`src/rtl/fft_pkg.sv`:
```
`default_nettype none
// +----------------------------------------------------------------------+
// | Package : fft_pkg                                                     |
// | Shared constants for the butterfly datapath: range limits, scaling.  |
// | Rev     : 1.0                                                         |
// +----------------------------------------------------------------------+
package fft_pkg;
  localparam int   FFT_WIDTH  = 16;
  localparam int   MAXV       = 2**(FFT_WIDTH-1) - 1;
  localparam int   MINV       = -(2**(FFT_WIDTH-1));
  localparam logic SCALE_NONE = 1'b0;
  localparam logic SCALE_HALF = 1'b1;
endpackage
`default_nettype wire

```
`src/rtl/butterfly_sat.sv`:
```
`default_nettype none
// +----------------------------------------------------------------------+
// | Module : butterfly_sat                                                |
// | Optional halving, WIDTH+2 -> WIDTH narrowing, overflow flag.          |
// | Config : BUTTERFLY_SAT_EN selects clamp instead of wrap.              |
// | Rev    : 1.0                                                          |
// +----------------------------------------------------------------------+
module butterfly_sat
  import fft_pkg::*;
#(
  parameter int WIDTH = 16
) (
  input  logic [WIDTH+1:0] s,
  input  logic             scale,
  output logic [WIDTH-1:0] y,
  output logic             ovf
);
  logic signed [WIDTH+1:0] w_inc;
  logic signed [WIDTH+1:0] w_r;

  always_comb begin
    w_inc = $signed(s) + $signed((WIDTH+2)'(1));
    w_r   = (scale == SCALE_HALF) ? (w_inc >>> 1) : $signed(s);
    // In range iff the top three bits are a pure sign extension
    ovf   = (w_r[WIDTH+1:WIDTH-1] != 3'b000) && (w_r[WIDTH+1:WIDTH-1] != 3'b111);
`ifdef BUTTERFLY_SAT_EN
    if (ovf)
      y = w_r[WIDTH+1] ? {1'b1, {(WIDTH-1){1'b0}}} : {1'b0, {(WIDTH-1){1'b1}}};
    else
      y = w_r[WIDTH-1:0];
`else
    y = w_r[WIDTH-1:0];
`endif
  end
endmodule
`default_nettype wire

```
`src/rtl/butterfly_pipe.sv`:
```
`default_nettype none
// +----------------------------------------------------------------------+
// | Module : butterfly_pipe                                               |
// | Pipelined complex radix-2 butterfly with per-frame overflow summary.  |
// | Config : BUTTERFLY_SAT_EN (saturate instead of wrap on overflow).     |
// | Rev    : 1.0                                                          |
// +----------------------------------------------------------------------+
module butterfly_pipe
  import fft_pkg::*;
#(
  parameter int WIDTH = 16,
  parameter int LOG_N = 6,
  parameter int PIPE  = 2
) (
  input  logic             clock,
  input  logic             reset,
  input  logic             di_en,
  input  logic             scale,
  input  logic [WIDTH-1:0] x0_r,
  input  logic [WIDTH-1:0] x0_i,
  input  logic [WIDTH-1:0] x1_r,
  input  logic [WIDTH-1:0] x1_i,
  output logic             do_en,
  output logic [WIDTH-1:0] y0_r,
  output logic [WIDTH-1:0] y0_i,
  output logic [WIDTH-1:0] y1_r,
  output logic [WIDTH-1:0] y1_i,
  output logic             ovf,
  output logic             frame_done,
  output logic             frame_ovf
);
  function automatic logic [WIDTH+1:0] ext(input logic [WIDTH-1:0] v);
    return {{2{v[WIDTH-1]}}, v};
  endfunction

  // Component order throughout: y0_r, y0_i, y1_r, y1_i
  logic [WIDTH+1:0] w_s   [4];
  logic [WIDTH+1:0] r_s   [4];
  logic [WIDTH-1:0] w_y   [4];
  logic [WIDTH-1:0] w_y_out [4];
  logic [3:0]       w_ovf;
  logic             r_scale;
  logic             r_v1;
  logic             w_ovf_out;
  logic             w_vld;

  always_comb begin
    w_s[0] = ext(x0_r) + ext(x1_r);
    w_s[1] = ext(x0_i) + ext(x1_i);
    w_s[2] = ext(x0_r) - ext(x1_r);
    w_s[3] = ext(x0_i) - ext(x1_i);
  end

  always_ff @(posedge clock) begin
    if (!reset) begin
      r_v1    <= 1'b0;
      r_scale <= SCALE_NONE;
      for (int k = 0; k < 4; k++) r_s[k] <= '0;
    end else begin
      r_v1 <= di_en;
      if (di_en) begin
        r_s     <= w_s;
        r_scale <= scale;
      end
    end
  end

  for (genvar k = 0; k < 4; k++) begin : g_sat
    butterfly_sat #(.WIDTH(WIDTH)) u_sat (
      .s     (r_s[k]),
      .scale (r_scale),
      .y     (w_y[k]),
      .ovf   (w_ovf[k])
    );
  end

  if (PIPE == 2) begin : g_pipe2
    logic [WIDTH-1:0] r_y [4];
    logic             r_ovf;
    logic             r_v2;

    always_ff @(posedge clock) begin
      if (!reset) begin
        r_v2  <= 1'b0;
        r_ovf <= 1'b0;
        for (int k = 0; k < 4; k++) r_y[k] <= '0;
      end else begin
        r_v2 <= r_v1;
        if (r_v1) begin
          r_y   <= w_y;
          r_ovf <= |w_ovf;
        end
      end
    end

    assign w_y_out   = r_y;
    assign w_ovf_out = r_ovf;
    assign w_vld     = r_v2;
  end else begin : g_pipe1
    // Stage-1 registers only load on di_en, so these hold between valids
    assign w_y_out   = w_y;
    assign w_ovf_out = |w_ovf;
    assign w_vld     = r_v1;
  end

  assign do_en = w_vld;
  assign y0_r  = w_y_out[0];
  assign y0_i  = w_y_out[1];
  assign y1_r  = w_y_out[2];
  assign y1_i  = w_y_out[3];
  assign ovf   = w_ovf_out;

  logic [LOG_N-1:0] r_cnt;
  logic             r_acc;
  logic             r_fovf;
  logic             w_acc_all;

  assign frame_done = w_vld && (r_cnt == '1);
  assign w_acc_all  = r_acc | w_ovf_out;
  // Summary is visible on the frame_done cycle itself, then held
  assign frame_ovf  = frame_done ? w_acc_all : r_fovf;

  always_ff @(posedge clock) begin
    if (!reset) begin
      r_cnt  <= '0;
      r_acc  <= 1'b0;
      r_fovf <= 1'b0;
    end else if (w_vld) begin
      r_cnt <= r_cnt + LOG_N'(1);
      if (frame_done) begin
        r_fovf <= w_acc_all;
        r_acc  <= 1'b0;
      end else begin
        r_acc  <= w_acc_all;
      end
    end
  end
endmodule
`default_nettype wire

```
`config.mk`:
```
export PLATFORM = sky130hd
export DESIGN_NAME = butterfly_pipe
export DESIGN_NICKNAME = d
export VERILOG_FILES = /design/src/rtl/fft_pkg.sv /design/src/rtl/butterfly_sat.sv /design/src/rtl/butterfly_pipe.sv
export SDC_FILE = /design/constraint.sdc
export NUM_CORES = 1
export LEC_CHECK = 0
export BUFFER_PORTS_ARGS = -buffer_cell sky130_fd_sc_hd__buf_2
export CAP_MARGIN = 20
export CORE_AREA = 2 2 164 166
export DETAILED_ROUTE_END_ITERATION = 8
export DIE_AREA = 0 0 166 168
export GPL_TIMING_DRIVEN = 0
export PLACE_DENSITY = 0.57
export SLEW_MARGIN = 10
export SYNTH_ARGS = -nofsm -noshare
export SYNTH_HDL_FRONTEND = slang
export SYNTH_HIERARCHICAL = 1
export SYNTH_SLANG_ARGS = --single-unit
```
`constraint.sdc`:
```
create_clock -name clock -period 2.1 [get_ports clock]
set_input_delay 0.21 -clock clock [delete_from_list [all_inputs] [get_ports clock]]
set_output_delay 0.21 -clock clock [all_outputs]
set_load 0.02 [all_outputs]
```
# Yosys cells after proc, flatten, opt, wreduce, memory -nomap -nowiden
# Cells that the tools add are included.
dict set report totals {
  out_inout_bits 68
  ff_bits 148
  inputBits 68
  elab_cells 46
}
dict set report classes {
  bitwise_logic 1
  eq_ne 5
  reduce_logical 10
  addsub 9
  n_mux 6
}
# cell n
set op_table {}
lappend op_table {{$add 18x2->18 const B} 4}
lappend op_table {{$mux 18} 4}
lappend op_table {{$add 16x16->17} 2}
lappend op_table {{$sub 16x16->17} 2}
lappend op_table {{$ne 3x3->1 const B} 4}
lappend op_table {{$reduce_bool 3->1} 4}
lappend op_table {{$add 6x1->6 const B} 1}
lappend op_table {{$eq 6x6->1 const B} 1}
lappend op_table {{$logic_and 1x1->1} 5}
lappend op_table {{$reduce_or 4->1} 1}
lappend op_table {{$mux 1} 2}
lappend op_table {{$or 1x1->1} 1}

# Longest topological paths before layout
dict set report depth {
  word_depth 5
  mapped_depth 9
  ltp_nobuf 9
}

# By module
# Netlist, hierarchy kept.
# module seq_area_each_um2 cells_each instances area_per_inst_um2
set modules_own_cells {}
lappend modules_own_cells {butterfly_pipe 2842.7 950 1 8106.5}
lappend modules_own_cells {{butterfly_sat (g_sat[0].u_sat ...)} 0.0 89 3 545.5}
lappend modules_own_cells {{butterfly_sat (g_sat[3].u_sat)} 0.0 95 1 603.1}

# Worst setup path after synthesis
# No wires, ideal clock.
dict set report synth_path {
  path_type {register to register}
  start {register r_s[18] (netlist name)}
  end {register g_pipe2.r_ovf (netlist: ovf)}
  slack_ps -239
  stages_incl_launch_ff 9
  path_buffers 0
  required_ps 1952
  period_less_slack_ps 2339
  arrival_ps 2192
  path_cell_list {dfxtp_1 -> ha_1 -> nand4_2 -> nor4_1 -> xnor2_1 -> xnor3_1 -> a21o_1 -> nor4_1 -> a211oi_1}
}
dict set report synth_between {
  elab_chain_cells 5
  elab_cells_between_ends 6
  cone_classes {add/sub (1); eq/ne (1); mux (1); reduce/logical (3)}
}
# item line_no
set synth_rtl {}
lappend synth_rtl {{start: declaration} butterfly_pipe.sv:38} ;# logic [WIDTH+1:0] r_s [4];
lappend synth_rtl {{start signal: assignment} butterfly_pipe.sv:62} ;# r_s <= w_s;
lappend synth_rtl {{$add 18x2->18 (*)} butterfly_sat.sv:22} ;# w_inc = $signed(s) + $signed((WIDTH+2)'(1));
lappend synth_rtl {{$mux 18 (*)} butterfly_sat.sv:23} ;# w_r = (scale == SCALE_HALF) ? (w_inc >>> 1) : $signed(s);
lappend synth_rtl {{$ne 3x3->1 / $reduce_bool 3->1 (equally long branches)} butterfly_sat.sv:25} ;# ovf = (w_r[WIDTH+1:WIDTH-1] != 3'b000) && (w_r[WIDTH+1:WIDTH-1] != 3'b111);
lappend synth_rtl {{$logic_and 1x1->1 (*)} butterfly_sat.sv:25}
lappend synth_rtl {{$reduce_or 4->1 (*)} butterfly_pipe.sv:91} ;# r_ovf <= |w_ovf;
lappend synth_rtl {{end signal: assignment} butterfly_pipe.sv:91}
lappend synth_rtl {{end: declaration} butterfly_pipe.sv:79} ;# logic r_ovf;
# Mark *: on every way between the ends. The rest lies on a longest branch, timed or not.
# A chain may end at the register's enable or synchronous reset.

# Worst setup path after layout
dict set report layout_path {
  start {register r_s[50] (netlist name)}
  end {register g_pipe2.r_ovf (netlist: ovf)}
}
dict set report layout_between {
  elab_chain_cells 5
  elab_cells_between_ends 6
  cone_classes {add/sub (1); eq/ne (1); mux (1); reduce/logical (3)}
}
# item line_no
set layout_rtl {}
lappend layout_rtl {{$add 18x2->18 (*)} butterfly_sat.sv:22}
lappend layout_rtl {{$mux 18 (*)} butterfly_sat.sv:23}
lappend layout_rtl {{$ne 3x3->1 / $reduce_bool 3->1 (equally long branches)} butterfly_sat.sv:25}
lappend layout_rtl {{$logic_and 1x1->1 (*)} butterfly_sat.sv:25}
lappend layout_rtl {{net w_ovf[1]} butterfly_pipe.sv:41} ;# logic [3:0] w_ovf;
lappend layout_rtl {{$reduce_or 4->1 (*)} butterfly_pipe.sv:91}
# The timed path passes the listed nets; every way through them passes the cells marked *.

==> results.yml <==
outcome:
  status: "complete, but fails checks"
  violations: "negative setup slack"
finish:
  fin_nets: 1659
  syn2layout_area_growth_pct: 24.3
  drive_gt1_frac: 0.232
  fillers: 2642
  fin_util: 0.488
  diodes: 0
floorplan:
  io_pins: 136
  fp.dieH_microns: 168
  die_x_microns: 166
  start_util: 0.393
  core_sq_um: 26400
  die_area_sq_um: 27900
  rows: 60
clocking:
  clk_latency_ns: 0.42
  cts-root-buf: "clkbuf_16"
  cts.path.max_buffers: 2
  tritoncts: "built"
  cts_made_buffers: 17
  clk_pin_slew_ns: 0.06
  clock_sinks: 142
  cts_max_level: 4
sta:
  final-setup-viol-count: 1
  finalCritPeriodShare: 1.05
  slew_headroom: 0.376
  setup_slack_ns: -0.105
  rsz0062_at_grt: "true"
  whs_ns: 0.0723
  worst_pin_slew_ns: 0.936
  fin_crit_ns: 2.21
  hold_viol_final: 0
  slew_violations: 0
  fmax_ghz: 0.453
  finClkSkew_ns: 0.00658
synthesis:
  synthFlopType: "dfxtp_1"
  ys_seq_area_frac: 0.275
  syn_nets: 1453
  synth.distinct_cells: 82
  synthArstFlopShare: 0
  synth_cells: 1312
  syn_avg_cell_area_sq_um: 7.89
  synth_seq_cells: 142
  synth_area_sq_um: 10300
  synth_edf_count: 0
  synth_warnings: 6
min_path:
  whs_path_depth: 3
  whs_endpoint: "r_scale"
  hp-class: "input pin to flip-flop"
  worstHoldStart: "scale"
pwr:
  p_leak_nw: 5.43
  power_density_nw_per_um2: 637
  ir_worst_vdd_mv: 0.526
critical_path:
  reg2regPathDepth: 7
  cpMaxStageDelayCell: "dfxtp_1"
  crit_top_cell: "nor4_4"
  path_class: "flip-flop to flip-flop"
  r2r-start: "r_s[50]"
  required_ns: 2.37
  critPathLaunchType: "flip-flop"
  rrSetupSlack_ns: -0.11
  cp_max_fo: 6
  crit_arrival_ns: 2.48
  worstSetupEndpointType: "flip-flop"
  crit_start: "r_s[50]"
  r2r_end: "ovf"
  cp_num_buf_inv: 0
  cpLargestDelayFamily: "simple AND/OR/NAND/NOR gates"
  crit_chain: "nand3_1 -> nor4_4 -> xnor2_2 -> xnor3_1 -> a21o_1 -> nor4_4 -> a211oi_1"
  max_stage_delay_ns: 0.45
grt:
  grt-ovfl-total: 0
  grt_pass1_vias: 9457
  grt_max_degree: 17
  antenna_found_initial: 0
  grt_pass1_wl_mm: 52.4
  grt_usage: 0.233
placed_design:
  hpwl_mm: 24.8
  port_buffers: 134
  place.gp.congestion: 0.871
job:
  drv_cap: 0
detailed_routing:
  wl_per_cell_microns: 17.6
  viasPerCell: 5.53
  drtAntennaViolNets: 0
  drt_wl_total_mm: 32.9
  drtIter0Drc: 971
  drt_pass1_iterations: 5
  drc: 0
  via_count: 10300
how the worst max path moves through the flow:
stage	to	slack, ns	cells past startpoint
4_1_cts	ovf	-0.07	9
5_1_grt	ovf	-0.18	8
3_3_place_gp	r_s[33]	-0.55	9
3_5_place_dp	r_s[33]	-0.55	9
2_1_floorplan	r_s[30]	-0.04	9
6_report	ovf	-0.11	7
tightest hold or removal path, delay by kind of cell:
family / cells / cell delay (ns)
buf+inv: 1 / 0.10
simple gates: 1 / 0.08
mux: 1 / 0.06
Yosys cell counts, drive strengths merged, types with 25 or more instances:
cell type / instances / area, sq um
a211oi: 29 / 223
a21oi: 117 / 586
clkbuf: 60 / 229
dfxtp: 142 / 2840
ha: 69 / 863
inv: 79 / 297
mux2i: 81 / 811
nand2: 72 / 270
nand3: 42 / 215
nor2: 188 / 706
nor3: 25 / 159
o21ai: 69 / 349
xnor2: 49 / 429
per-stage QoR:
| step | power [mW] | setup TNS, ns | instance area [sq um] | setup slack [ns] | std cells |
|---|---|---|---|---|---|
| 6_report | 8.19 | -0.105 | 12900 | -0.105 | 1872 |
| 5_1_grt | 8.62 | -0.377 | 12900 | -0.179 | 1872 |
| 4_1_cts | 8.14 | -0.0980 | 12700 | -0.0672 | 1858 |
| 3_5_place_dp | 5.31 | -8.66 | 11500 | -0.548 | 1787 |
| 3_3_place_gp | 5.29 | -8.47 | 11500 | -0.546 | 1787 |
| 2_1_floorplan | 4.63 | -0.0515 | 10400 | -0.0360 | 1312 |
placed cells by master (no fill, tap or decap), types with 6 or more instances in the layout:
master	netlist	routed
a211oi_1	28	26
a21o_1	13	13
a21oi_1	117	117
a32oi_1	7	7
and3_1	8	8
buf_1	4	6
buf_2	9	142
buf_4	3	62
clkbuf_1	57	53
clkbuf_16	0	17
clkinv_2	0	6
dfxtp_1	142	104
dfxtp_2	0	8
dfxtp_4	0	30
ha_1	69	63
inv_1	79	77
mux2i_1	81	81
nand2_1	72	70
nand2b_1	21	21
nand3_1	41	37
nand4_1	13	13
nand4_4	1	8
nor2_1	188	186
nor2b_1	12	11
nor3_1	22	22
o211ai_1	21	21
o21a_1	6	6
o21ai_0	64	62
o21bai_1	7	7
o22ai_1	12	11
o311ai_0	8	7
o31a_1	11	11
or2_2	9	6
or3_1	10	7
xnor2_1	49	48
xor2_1	6	6
logic make-up after synthesis:
kind of cell | count (synthesis) | share of synthesized area
buffers and inverters | 159 | 0.0631
AO/OA/AOI/OAI | 354 | 0.224
multiplexers | 87 | 0.0849
XOR/XNOR | 58 | 0.0531
flip-flops | 142 | 0.275
adder cells (fa/ha/maj) | 73 | 0.0912
AND/OR/NAND/NOR | 439 | 0.209
area by class of cell:
class,instances,area [sq um],area share
Multi-Input combinational cell,1011,7190,0.559
Sequential cell,142,2970,0.231
Timing Repair Buffer,193,1120,0.0868
Clock buffer,21,460,0.0358
Tap cell,341,427,0.0332
Buffer,74,325,0.0253
Inverter,79,309,0.0240
Clock inverter,11,68.8,0.00535
sequential cells by signal, indices dropped and copies added (netlist names):
signal	cells
r_cnt	6
r_acc	1
r_fovf	1
y0_r	16
y0_i	16
y1_i	16
y1_r	16
r_s	66
r_scale	1
do_en	1
ovf	1
r_v1	1
per-layer routing:
metal,vias up,wire length (microns),track usage
met1,4844,16100,0.343
met5,-,0,0
li1,5095,-,-
met2,358,14000,0.348
met3,49,1940,0.0360
met4,0,878,0.0756
repair_timing:
action | in CTS | in global routing
endpoints found under the setup margin | 5 | 19
resized for setup | 87 | 41
pin swaps | 23 | 14
setup buffers | 42 | 17
hold buffers | 0 | 0
report_power, final:
group / total (mW) / switching (mW) / leakage [nW] / internal (mW)
sequential: 3.21 / 0.310 / 1.18 / 2.90
clock: 2.71 / 1.16 / 0.254 / 1.56
combinational: 2.27 / 1.34 / 3.99 / 0.928
Note: power is estimated with default switching activity, not from simulation.
